**config.mk**
```make
export PLATFORM = sky130hd
export DESIGN_NAME = branch_predict_unit
export DESIGN_NICKNAME = d
export VERILOG_FILES = /design/src/rtl/branch_pkg.sv /design/src/rtl/branch_cond_eval.sv /design/src/rtl/branch_predict_unit.sv
export SDC_FILE = /design/constraint.sdc
export NUM_CORES = 1
export LEC_CHECK = 0
export CORE_ASPECT_RATIO = 1.5
export CORE_MARGIN = 4
export CORE_UTILIZATION = 39
export DETAILED_ROUTE_END_ITERATION = 7
export DONT_BUFFER_PORTS = 1
export GPL_ROUTABILITY_DRIVEN = 0
export PLACE_DENSITY = 0.61
export SLEW_MARGIN = 20
export SYNTH_ARGS = -nofsm -noshare
export SYNTH_HDL_FRONTEND = slang
export SYNTH_SLANG_ARGS = --single-unit
```
**constraint.sdc**
```tcl
create_clock -name clk -period 5.18 [get_ports clk]
set_input_delay 0.518 -clock clk [delete_from_list [all_inputs] [get_ports clk]]
set_output_delay 0.518 -clock clk [all_outputs]
set_load 0.02 [all_outputs]
```
**src/rtl/branch_pkg.sv**
```systemverilog
// Shared definitions for the branch predictor slice:
// funct3 encodings, 2-bit counter states, init FSM states.
package branch_pkg;

    localparam logic [2:0] F3_BEQ  = 3'b000;
    localparam logic [2:0] F3_BNE  = 3'b001;
    localparam logic [2:0] F3_BLT  = 3'b100;
    localparam logic [2:0] F3_BGE  = 3'b101;
    localparam logic [2:0] F3_BLTU = 3'b110;
    localparam logic [2:0] F3_BGEU = 3'b111;

    localparam logic [1:0] SNT = 2'b00;
    localparam logic [1:0] WNT = 2'b01;
    localparam logic [1:0] WT  = 2'b10;
    localparam logic [1:0] ST  = 2'b11;

    typedef enum logic {
        S_INIT = 1'b0,
        S_RUN  = 1'b1
    } bht_state_t;

    // Saturating 2-bit counter step toward the resolved outcome.
    function automatic logic [1:0] cnt_next(input logic [1:0] c,
                                            input logic taken);
        logic [1:0] r;
        if (taken) r = (c == ST) ? ST : c + 2'd1;
        else       r = (c == SNT) ? SNT : c - 2'd1;
        return r;
    endfunction

endpackage

```
**src/rtl/branch_cond_eval.sv**
```systemverilog
// Conditional-branch decode: funct3 plus ALU flags
// give the taken outcome and an illegal-encoding flag.
module branch_cond_eval
    import branch_pkg::*;
(
    input  logic [2:0] funct3,
    input  logic       zero,
    input  logic       u_slt,
    input  logic       s_slt,
    output logic       taken,
    output logic       illegal
);

    // Map each funct3 encoding onto the matching flag.
    always_comb begin
        taken   = 1'b0;
        illegal = 1'b0;
        unique case (funct3)
            F3_BEQ:  taken = zero;
            F3_BNE:  taken = ~zero;
            F3_BLT:  taken = s_slt;
            F3_BGE:  taken = ~s_slt;
            F3_BLTU: taken = u_slt;
            F3_BGEU: taken = ~u_slt;
            default: illegal = 1'b1;
        endcase
    end

endmodule

```
**src/rtl/branch_predict_unit.sv**
```systemverilog
// PC-source block: EX branch resolution, 2-bit BHT
// prediction, registered mispredict redirect, perf counters.
module branch_predict_unit
    import branch_pkg::*;
#(
    parameter int XLEN  = 32,
    parameter int IDX_W = 6,
    parameter int CNT_W = 32
) (
    input  logic            clk,
    input  logic            rst,
    input  logic [XLEN-1:0] if_pc,
    output logic            if_pred_taken,
    output logic            init_done,
    input  logic            ex_valid,
    input  logic            ex_branch,
    input  logic            ex_jump,
    input  logic [2:0]      ex_funct3,
    input  logic            ex_zero,
    input  logic            ex_u_slt,
    input  logic            ex_s_slt,
    input  logic [XLEN-1:0] ex_pc,
    input  logic [XLEN-1:0] ex_target,
    input  logic            ex_pred_taken,
    output logic            ex_taken,
    output logic            ex_illegal,
    output logic            redirect_valid,
    output logic [XLEN-1:0] redirect_pc,
    output logic [CNT_W-1:0] branch_cnt,
    output logic [CNT_W-1:0] mispred_cnt
);

    localparam int DEPTH = 2 ** IDX_W;

    bht_state_t       state_q, state_d;
    logic [IDX_W-1:0] init_idx_q, init_idx_d;
    logic [1:0]       bht [DEPTH];

    logic [IDX_W-1:0] if_idx, ex_idx;
    logic             cond_taken, cond_illegal;
    logic             is_run, update, mispredict;
    logic [1:0]       cur_cnt;

    logic unused_pc_bits;
    assign unused_pc_bits = ^{if_pc[XLEN-1:IDX_W+2], if_pc[1:0],
                              ex_pc[XLEN-1:IDX_W+2], ex_pc[1:0]};

    assign if_idx = if_pc[IDX_W+1:2];
    assign ex_idx = ex_pc[IDX_W+1:2];

    branch_cond_eval u_cond (
        .funct3  (ex_funct3),
        .zero    (ex_zero),
        .u_slt   (ex_u_slt),
        .s_slt   (ex_s_slt),
        .taken   (cond_taken),
        .illegal (cond_illegal)
    );

    // Resolve: jump wins over branch; nothing resolves without ex_valid.
    always_comb begin
        ex_taken   = 1'b0;
        ex_illegal = 1'b0;
        if (ex_valid) begin
            if (ex_jump) begin
                ex_taken = 1'b1;
            end else if (ex_branch) begin
                ex_taken   = cond_taken;
                ex_illegal = cond_illegal;
            end
        end
    end

    assign is_run     = (state_q == S_RUN);
    assign update     = is_run & ex_valid & ex_branch & ~ex_illegal;
    assign mispredict = ex_valid & (ex_branch | ex_jump) & ~ex_illegal &
                        (ex_taken != ex_pred_taken);
    assign cur_cnt    = bht[ex_idx];

    assign init_done     = is_run;
    assign if_pred_taken = is_run & bht[if_idx][1];

    // Init FSM next state: sweep every entry once, then run.
    always_comb begin
        state_d    = state_q;
        init_idx_d = init_idx_q;
        unique case (state_q)
            S_INIT: begin
                init_idx_d = init_idx_q + 1'b1;
                if (init_idx_q == IDX_W'(DEPTH - 1)) state_d = S_RUN;
            end
            S_RUN: begin
                init_idx_d = '0;
            end
            default: begin
                state_d    = S_INIT;
                init_idx_d = '0;
            end
        endcase
    end

    // FSM state register.
    always_ff @(posedge clk) begin
        if (rst) begin
            state_q    <= S_INIT;
            init_idx_q <= '0;
        end else begin
            state_q    <= state_d;
            init_idx_q <= init_idx_d;
        end
    end

    // BHT write port: init fill, or counter update at resolve.
    always_ff @(posedge clk) begin
        if (!rst) begin
            if (state_q == S_INIT) bht[init_idx_q] <= WNT;
            else if (update)       bht[ex_idx] <= cnt_next(cur_cnt, ex_taken);
        end
    end

    // Redirect register: one-cycle pulse, PC held between pulses.
    always_ff @(posedge clk) begin
        if (rst) begin
            redirect_valid <= 1'b0;
            redirect_pc    <= '0;
        end else begin
            redirect_valid <= mispredict;
            if (mispredict)
                redirect_pc <= ex_taken ? ex_target : ex_pc + XLEN'(4);
        end
    end

    // Performance counters, frozen during init.
    always_ff @(posedge clk) begin
        if (rst) begin
            branch_cnt  <= '0;
            mispred_cnt <= '0;
        end else if (is_run) begin
            if (update)     branch_cnt  <= branch_cnt + 1'b1;
            if (mispredict) mispred_cnt <= mispred_cnt + 1'b1;
        end
    end

endmodule

```
==> results of run 1 <==
-- layer usage --
layer  up-vias  GRT usage, %  part of all wire, %
met2       274          33.0                   52
met3        56          5.50                  9.2
met4         0          5.78                  2.8
li1       3837             -                    -
met1      3945          20.0                   36
met5         -             0                    0
-- cell usage in the layout (no fill, tap or decap), drive strengths merged, types with 3 or more instances in the layout --
cell,count
mux2i,20
clkbuf,29
and2,7
o21ai,23
nand3,46
nand2b,7
a31oi,6
o31ai,6
nand4,26
inv,10
nor2b,14
and3,15
nor4b,4
a21oi,52
or3,12
xor2,40
nor2,147
nor3,17
nor4,14
or2,5
o21a,3
o211ai,28
a311oi,4
ha,4
mux4,44
xnor2,36
or4,5
edfxtp,128
dfxtp,104
a22oi,9
a221oi,3
and4,10
mux2,9
nand2,124
buf,7
clkinv,6
-- power breakdown --
group          switching, mW  leakage, nW  total (mW)  internal (mW)
Sequential            0.0375         2.20        1.98           1.94
Clock                  0.695        0.361        1.65          0.953
Combinational          0.110         1.55       0.193         0.0835
Total                  0.842         4.11        3.82           2.98
-- synthesized netlist by cell type, types with 4 or more instances --
| cell | number | area share, % |
|---|---|---|
| sky130_fd_sc_hd__clkbuf_1 | 41 | 1.4 |
| sky130_fd_sc_hd__ha_1 | 4 | 0.44 |
| sky130_fd_sc_hd__o31ai_1 | 6 | 0.40 |
| sky130_fd_sc_hd__edfxtp_1 | 128 | 34 |
| sky130_fd_sc_hd__a22oi_1 | 9 | 0.59 |
| sky130_fd_sc_hd__and4_1 | 9 | 0.69 |
| sky130_fd_sc_hd__and2_1 | 6 | 0.33 |
| sky130_fd_sc_hd__o21ai_0 | 23 | 1.0 |
| sky130_fd_sc_hd__mux4_2 | 44 | 8.7 |
| sky130_fd_sc_hd__a21oi_1 | 52 | 2.3 |
| sky130_fd_sc_hd__a31oi_1 | 6 | 0.33 |
| sky130_fd_sc_hd__a311oi_1 | 4 | 0.31 |
| sky130_fd_sc_hd__nand2_1 | 124 | 4.1 |
| sky130_fd_sc_hd__nor2b_1 | 14 | 0.77 |
| sky130_fd_sc_hd__nand4_1 | 26 | 1.4 |
| sky130_fd_sc_hd__or3_1 | 12 | 0.66 |
| sky130_fd_sc_hd__and3_1 | 15 | 0.83 |
| sky130_fd_sc_hd__nand2b_1 | 7 | 0.39 |
| sky130_fd_sc_hd__or4_1 | 5 | 0.33 |
| sky130_fd_sc_hd__nor2_1 | 147 | 4.9 |
| sky130_fd_sc_hd__inv_1 | 9 | 0.30 |
| sky130_fd_sc_hd__xor2_1 | 40 | 3.1 |
| sky130_fd_sc_hd__nor4_1 | 14 | 0.77 |
| sky130_fd_sc_hd__xnor2_1 | 35 | 2.7 |
| sky130_fd_sc_hd__buf_1 | 7 | 0.23 |
| sky130_fd_sc_hd__mux2_2 | 4 | 0.40 |
| sky130_fd_sc_hd__dfxtp_1 | 104 | 18 |
| sky130_fd_sc_hd__o211ai_1 | 28 | 1.9 |
| sky130_fd_sc_hd__mux2_1 | 5 | 0.50 |
| sky130_fd_sc_hd__nand3_1 | 44 | 1.9 |
| sky130_fd_sc_hd__buf_2 | 9 | 0.40 |
| sky130_fd_sc_hd__or2_2 | 5 | 0.28 |
| sky130_fd_sc_hd__mux2i_1 | 20 | 1.8 |
| sky130_fd_sc_hd__nor3_1 | 17 | 0.75 |
-- worst max path at each step --
stage | endpoint | slack, ps | startpoint
2_1_floorplan | bht[0][0] | 1020 | ex_pc[2]
3_5_place_dp | bht[5][1] | 1750 | init_done
6_report | bht[5][1] | 1730 | init_done
4_1_cts | bht[5][1] | 1740 | init_done
5_1_grt | bht[7][1] | 1490 | init_done
3_3_place_gp | bht[36][1] | 1880 | init_done
-- cell families after synthesis --
group / count (synthesis)
adders and majority gates: 5
and+or+nand+nor: 458
buffers and inverters: 69
DFF: 232
AOI/OAI and AO/OA: 145
muxes: 73
xor gates and xnor gates: 76
-- sequential cells by signal, indices dropped and copies added, names as in the netlist --
name,count
branch_cnt,32
mispred_cnt,32
init_idx_q,6
bht,128
redirect_valid,1
redirect_pc,32
init_done,1
-- layout make-up --
cell class / count / area (µm²)
clock buffer: 29 / 628
clock inverter: 11 / 106
fill: 2721 / 16300
inverter: 9 / 33.8
multi-input combinational: 757 / 5170
sequential: 232 / 5930
tap: 390 / 488
timing repair buffer: 7 / 52.6
-- stage by stage --
| step | instances | setup WS, ps |
|---|---|---|
| 2_1_floorplan | 1058 | 1020 |
| 3_3_place_gp | 1395 | 1880 |
| 3_5_place_dp | 1395 | 1750 |
| 4_1_cts | 1435 | 1740 |
| 5_1_grt | 1435 | 1490 |
| 6_report | 1435 | 1730 |
-- critical path, stage by stage, from the launching register on --
cell	delay, ps
sky130_fd_sc_hd__dfxtp_1	730
sky130_fd_sc_hd__nand3_1	230
sky130_fd_sc_hd__or2_2	420
sky130_fd_sc_hd__nor2_1	510
sky130_fd_sc_hd__buf_4	300
sky130_fd_sc_hd__mux2i_1	350
sky130_fd_sc_hd__nand2b_1	320
sky130_fd_sc_hd__nor2_1	270
==> metrics.txt, run 1 <==
# TYPE chip_impl_metric gauge
chip_impl_metric{name="post-layout-total-power",unit="mW"} 3.82
chip_impl_metric{name="layout.nets",unit=""} 1141
chip_impl_metric{name="clock_sinks",unit=""} 232
chip_impl_metric{name="yosysWarningCount",unit=""} 0
chip_impl_info{name="cts_tree",value="built"} 1
chip_impl_metric{name="routed-via-count",unit=""} 8112
chip_impl_info{name="start_kind",value="flip-flop"} 1
chip_impl_metric{name="rows",unit=""} 76
chip_impl_metric{name="cts.clk_slew.worst_paths",unit="ps"} 70
chip_impl_metric{name="synth.avg_cell_area",unit="µm²"} 10.7
chip_impl_metric{name="cts_setup_buffers",unit=""} 0
chip_impl_metric{name="timing_hold_violations_final",unit=""} 0
chip_impl_metric{name="worstMarginPinSlew",unit="ps"} 742
chip_impl_metric{name="dieWidth",unit="µm"} 147
chip_impl_metric{name="hold_buffers",unit=""} 0
chip_impl_metric{name="synth.area.mux_share",unit="%"} 11.4
chip_impl_metric{name="grt.overflow.total",unit=""} 0
chip_impl_metric{name="synthToLayoutAreaGrowth",unit="%"} 9.27
chip_impl_metric{name="syn-instance-count",unit=""} 1058
chip_impl_metric{name="grt_pass1_wl",unit="mm"} 45.9
chip_impl_info{name="worst_hold_path_type",value="in -> reg"} 1
chip_impl_metric{name="vias_per_cell",unit=""} 5.65
chip_impl_metric{name="htree_num_levels",unit=""} 1
chip_impl_metric{name="setup.reg_to_reg.worst_slack",unit="ps"} 1730
chip_impl_metric{name="grt_use_total",unit="%"} 18.1
chip_impl_metric{name="die_h",unit="µm"} 217
chip_impl_metric{name="synth-compound-area-share",unit="%"} 8.09
chip_impl_metric{name="synthesis.nets",unit=""} 1170
chip_impl_metric{name="slew-limit-headroom",unit="%"} 50.4
chip_impl_metric{name="initial_core_utilization",unit="%"} 39.5
chip_impl_metric{name="detailedPlacementHpwl",unit="mm"} 21.0
chip_impl_metric{name="post_cts_resized",unit=""} 0
chip_impl_metric{name="maxCapViolations",unit=""} 0
chip_impl_metric{name="route.antenna.remaining_nets",unit=""} 0
chip_impl_metric{name="final_core_util",unit="%"} 43.2
chip_impl_metric{name="number_of_cells_on_the_worst_hold_path",unit=""} 1
chip_impl_info{name="synth_top_flop_cell",value="sky130_fd_sc_hd__edfxtp_1"} 1
chip_impl_info{name="status",value="complete, no violations"} 1
chip_impl_info{name="holdCritStartpoint",value="rst"} 1
chip_impl_metric{name="setup_viol_count_final",unit=""} 0
chip_impl_metric{name="port-buffer-count",unit=""} 0
chip_impl_metric{name="p_leak",unit="nW"} 4.11
chip_impl_metric{name="design_area",unit="mm²"} 0.0124
chip_impl_metric{name="vdd_ir_drop_max",unit="V"} 0.000159
chip_impl_metric{name="ys_seq_elements",unit=""} 232
chip_impl_metric{name="reg2regPathDepth",unit=""} 7
chip_impl_info{name="timing.rr.start",value="init_done"} 1
chip_impl_info{name="clk_root_buffer_cell",value="sky130_fd_sc_hd__clkbuf_16"} 1
chip_impl_metric{name="synth-xor-area-share",unit="%"} 5.93
chip_impl_metric{name="route.detailed.drc",unit=""} 0
chip_impl_metric{name="synth_adder_area_share",unit="%"} 0.529
chip_impl_info{name="synth_top_family_by_area",value="simple AND/OR/NAND/NOR gates"} 1
chip_impl_metric{name="initialDrtViolationCount",unit=""} 542
chip_impl_metric{name="finalWorstPathRequiredPeriod",unit="ps"} 3450
chip_impl_metric{name="maxSlewViolCount",unit=""} 0
chip_impl_metric{name="io_pins",unit=""} 209
chip_impl_metric{name="final_layout_size_suffix_gt1_share",unit="%"} 10.0
chip_impl_metric{name="grt_antenna_before_repair",unit=""} 0
chip_impl_metric{name="synth-seq-area-share",unit="%"} 52.2
chip_impl_metric{name="synth_enable_flop_cells",unit=""} 128
chip_impl_metric{name="clk_path_buf_depth",unit=""} 3
chip_impl_metric{name="skew",unit="ps"} 8.79
chip_impl_metric{name="fmax",unit="MHz"} 290
chip_impl_metric{name="floorplan_die_area",unit="mm²"} 0.0320
chip_impl_metric{name="setup-tns-final",unit="ps"} 0
chip_impl_info{name="endpoint_kind",value="flip-flop"} 1
chip_impl_info{name="criticalPathCategory",value="reg -> reg"} 1
chip_impl_metric{name="numCtsBuffers",unit=""} 22
chip_impl_metric{name="clkLatencyLatePin",unit="ps"} 520
chip_impl_metric{name="pwr_density_cell",unit="mW/mm²"} 308
chip_impl_metric{name="grt_max_degree",unit=""} 112
chip_impl_info{name="worst_hold_path.endpoint",value="redirect_pc[1]"} 1
chip_impl_metric{name="diodes",unit=""} 0
chip_impl_metric{name="wl_per_cell",unit="µm"} 20.6
chip_impl_metric{name="cp_data_required_time",unit="ps"} 5390
chip_impl_info{name="rsz0062_at_grt",value="no"} 1
chip_impl_metric{name="yosys.cell_types.count",unit=""} 58
chip_impl_metric{name="placement.cell_area",unit="mm²"} 0.0117
chip_impl_metric{name="simple_gate_share_of_the_synthesized_area",unit="%"} 19.4
chip_impl_metric{name="number_of_global_route_vias_before_repair",unit=""} 8005
chip_impl_metric{name="arrival",unit="ps"} 3660
chip_impl_metric{name="netlist_area",unit="mm²"} 0.0114
chip_impl_metric{name="ratio_of_final_minimum_period_to_clock_period",unit="%"} 66.6
chip_impl_metric{name="coreArea",unit="mm²"} 0.0287
chip_impl_metric{name="post_synthesis_async_set_or_reset_flop_share",unit="%"} 0
chip_impl_metric{name="totalWireLength",unit="mm"} 29.6
chip_impl_info{name="crit-reg2reg-capture",value="bht[5][1]"} 1
chip_impl_metric{name="critical_path_peak_fanout",unit=""} 13
chip_impl_metric{name="drt_pre_antenna_iters",unit=""} 5
chip_impl_metric{name="hold_slack",unit="ps"} 68.6
No activity file was read; power rests on OpenSTA's default activity.
==> run 2: changes to the inputs <==
clock period = 3.1 ns   (was 5.18 ns; I/O delays follow)
==> metrics.txt, run 2 (synthesized netlist as in run 1, its figures left out) <==
# TYPE chip_impl_metric gauge
chip_impl_metric{name="vias_per_cell",unit=""} 5.68
chip_impl_metric{name="final_layout_size_suffix_gt1_share",unit="%"} 11.6
chip_impl_metric{name="vdd_ir_drop_max",unit="V"} 0.000286
chip_impl_metric{name="setup_viol_count_final",unit=""} 0
chip_impl_metric{name="timing_hold_violations_final",unit=""} 0
chip_impl_metric{name="cts.clk_slew.worst_paths",unit="ps"} 70
chip_impl_info{name="cpLargestDelayFamily",value="multiplexers"} 1
chip_impl_info{name="final_cell_mix",value="sky130_fd_sc_hd__nor2_1, sky130_fd_sc_hd__edfxtp_1, sky130_fd_sc_hd__nand2_1, sky130_fd_sc_hd__dfxtp_1, sky130_fd_sc_hd__a21oi_1"} 1
chip_impl_info{name="endpoint_kind",value="output pin"} 1
chip_impl_metric{name="io_pins",unit=""} 209
chip_impl_metric{name="finalWorstPathRequiredPeriod",unit="ps"} 3020
chip_impl_info{name="worst_hold_path_type",value="in -> reg"} 1
chip_impl_metric{name="setup-tns-final",unit="ps"} 0
chip_impl_metric{name="largest_register_ff_count",unit=""} 128
chip_impl_metric{name="wl_per_cell",unit="µm"} 20.7
chip_impl_metric{name="totalWireLength",unit="mm"} 30.2
chip_impl_metric{name="crit_path_largest_cell_delay",unit="ps"} 530
chip_impl_metric{name="initial_core_utilization",unit="%"} 39.5
chip_impl_metric{name="cp_data_required_time",unit="ps"} 2790
chip_impl_metric{name="routed-via-count",unit=""} 8307
chip_impl_metric{name="arrival",unit="ps"} 2710
chip_impl_metric{name="fmax",unit="MHz"} 332
chip_impl_info{name="setup.worst_path.start",value="bht[47][1]"} 1
chip_impl_metric{name="drt_pre_antenna_iters",unit=""} 5
chip_impl_info{name="path_cells",value="mux4_2 > mux4_2 > mux4_2 > and2_1"} 1
chip_impl_metric{name="ratio_of_final_minimum_period_to_clock_period",unit="%"} 97.3
chip_impl_metric{name="die_h",unit="µm"} 217
chip_impl_metric{name="clkLatencyLatePin",unit="ps"} 510
chip_impl_info{name="top_register",value="bht"} 1
chip_impl_metric{name="maxSlewViolCount",unit=""} 0
chip_impl_info{name="rsz0062_at_grt",value="no"} 1
chip_impl_info{name="holdCritStartpoint",value="ex_target[28]"} 1
chip_impl_info{name="most_common_cell_after_layout_fill_and_taps_aside",value="sky130_fd_sc_hd__nor2_1"} 1
chip_impl_metric{name="post-route-worst-setup-slack",unit="ps"} 84.8
chip_impl_metric{name="grt_pass1_wl",unit="mm"} 47.1
chip_impl_metric{name="clk_path_buf_depth",unit=""} 3
chip_impl_metric{name="post_cts_resized",unit=""} 0
chip_impl_metric{name="cp.buffers_inverters",unit=""} 0
chip_impl_info{name="start_kind",value="flip-flop"} 1
chip_impl_metric{name="floorplan_die_area",unit="mm²"} 0.0320
chip_impl_metric{name="design_area",unit="mm²"} 0.0127
chip_impl_metric{name="slew-limit-headroom",unit="%"} 57.2
chip_impl_metric{name="layout.nets",unit=""} 1169
chip_impl_metric{name="place_worst_setup_slack",unit="ps"} 356
chip_impl_metric{name="detailedPlacementHpwl",unit="mm"} 21.3
chip_impl_metric{name="grt_use_total",unit="%"} 18.6
chip_impl_metric{name="port-buffer-count",unit=""} 0
chip_impl_metric{name="p_leak",unit="nW"} 4.24
chip_impl_metric{name="htree_num_levels",unit=""} 1
chip_impl_metric{name="diodes",unit=""} 0
chip_impl_metric{name="coreArea",unit="mm²"} 0.0287
chip_impl_metric{name="numCtsBuffers",unit=""} 23
chip_impl_metric{name="pwr_density_cell",unit="mW/mm²"} 505
chip_impl_info{name="clk_root_buffer_cell",value="sky130_fd_sc_hd__clkbuf_16"} 1
chip_impl_metric{name="dieWidth",unit="µm"} 147
chip_impl_metric{name="grt.overflow.total",unit=""} 0
chip_impl_metric{name="power_frac_clock",unit="%"} 42.5
chip_impl_metric{name="p_switching",unit="mW"} 1.44
chip_impl_metric{name="seqPwrFrac",unit="%"} 51.7
chip_impl_metric{name="power.internal",unit="mW"} 4.96
chip_impl_metric{name="number_of_global_route_vias_before_repair",unit=""} 8325
chip_impl_info{name="top_cell_by_count_worst_path",value="sky130_fd_sc_hd__mux4_2"} 1
chip_impl_metric{name="worstMarginPinSlew",unit="ps"} 640
chip_impl_info{name="timing.rr.start",value="mispred_cnt[7]"} 1
chip_impl_info{name="cts_tree",value="built"} 1
chip_impl_metric{name="grt_antenna_before_repair",unit=""} 0
chip_impl_metric{name="placement.cell_area",unit="mm²"} 0.0118
chip_impl_info{name="status",value="complete, no violations"} 1
chip_impl_metric{name="critical_path_peak_fanout",unit=""} 2
chip_impl_metric{name="initialDrtViolationCount",unit=""} 518
chip_impl_metric{name="clock_sinks",unit=""} 232
chip_impl_info{name="cpMaxStageDelayCell",value="sky130_fd_sc_hd__mux4_2"} 1
chip_impl_metric{name="route.detailed.drc",unit=""} 0
chip_impl_metric{name="hold_slack",unit="ps"} 17.4
chip_impl_metric{name="rows",unit=""} 76
chip_impl_metric{name="netSwitchingFraction",unit="%"} 22.5
chip_impl_metric{name="skew",unit="ps"} 9.60
chip_impl_metric{name="maxCapViolations",unit=""} 0
chip_impl_metric{name="route.antenna.remaining_nets",unit=""} 0
chip_impl_info{name="criticalPathCategory",value="reg -> out"} 1
chip_impl_metric{name="grt_max_degree",unit=""} 92
chip_impl_metric{name="comb_power_share",unit="%"} 5.7
chip_impl_metric{name="final_core_util",unit="%"} 44.1
chip_impl_metric{name="synthToLayoutAreaGrowth",unit="%"} 11.5
run 2: cell types whose count changed in the layout (fill, tap and decap cells not counted), sizes merged:
| cell | change |
|---|---|
| clkbuf | -2 |
| clkinvlp | +4 |
| buf | +18 |
| dlygate4sd3 | +9 |
| clkinv | -1 |
run 2: cell type report:
class                           count  area [µm²]
Clock inverter                     14         130
Fill cell                        2720       16100
Clock buffer                       27         601
Tap cell                          390         488
Timing Repair Buffer               34         310
Multi-Input combinational cell    757        5170
Inverter                            9        33.8
Sequential cell                   232        5930
run 2: worst paths after layout:
| path | end | slack (ps) | depth (start not counted) |
|---|---|---|---|
| max | if_pred_taken | 80 | 4 |
| min | redirect_pc[28] | 20 | 2 |
| max reg2reg | mispred_cnt[30] | 390 | 7 |
| min reg2reg | init_idx_q[0] | 520 | 1 |
run 2: metal layers:
metal	part of all wire, %	global-route usage [%]
met5	0	0
met4	2.7	5.85
met3	9.8	5.64
met2	52	33.7
met1	35	20.8
run 2: power by group through the flow:
stage          sequential, mW  clock [mW]  combinational, mW
6_report                 3.31        2.72              0.366
5_1_grt                  3.31        2.90              0.400
4_1_cts                  3.31        2.79              0.367
3_5_place_dp             3.38           0              0.330
3_3_place_gp             3.38           0              0.325
2_1_floorplan            3.37           0              0.314
run 2: metrics by stage:
step                power [mW]  cells
floorplan                 3.68   1058
global placement          3.70   1412
detailed placement        3.71   1412
CTS                       6.47   1463
global route              6.62   1463
finish                    6.40   1463
run 2: repair_timing:
action	CTS	global route
hold buffers	10	0
setup buffers	0	0
endpoints found under the hold margin	91	0
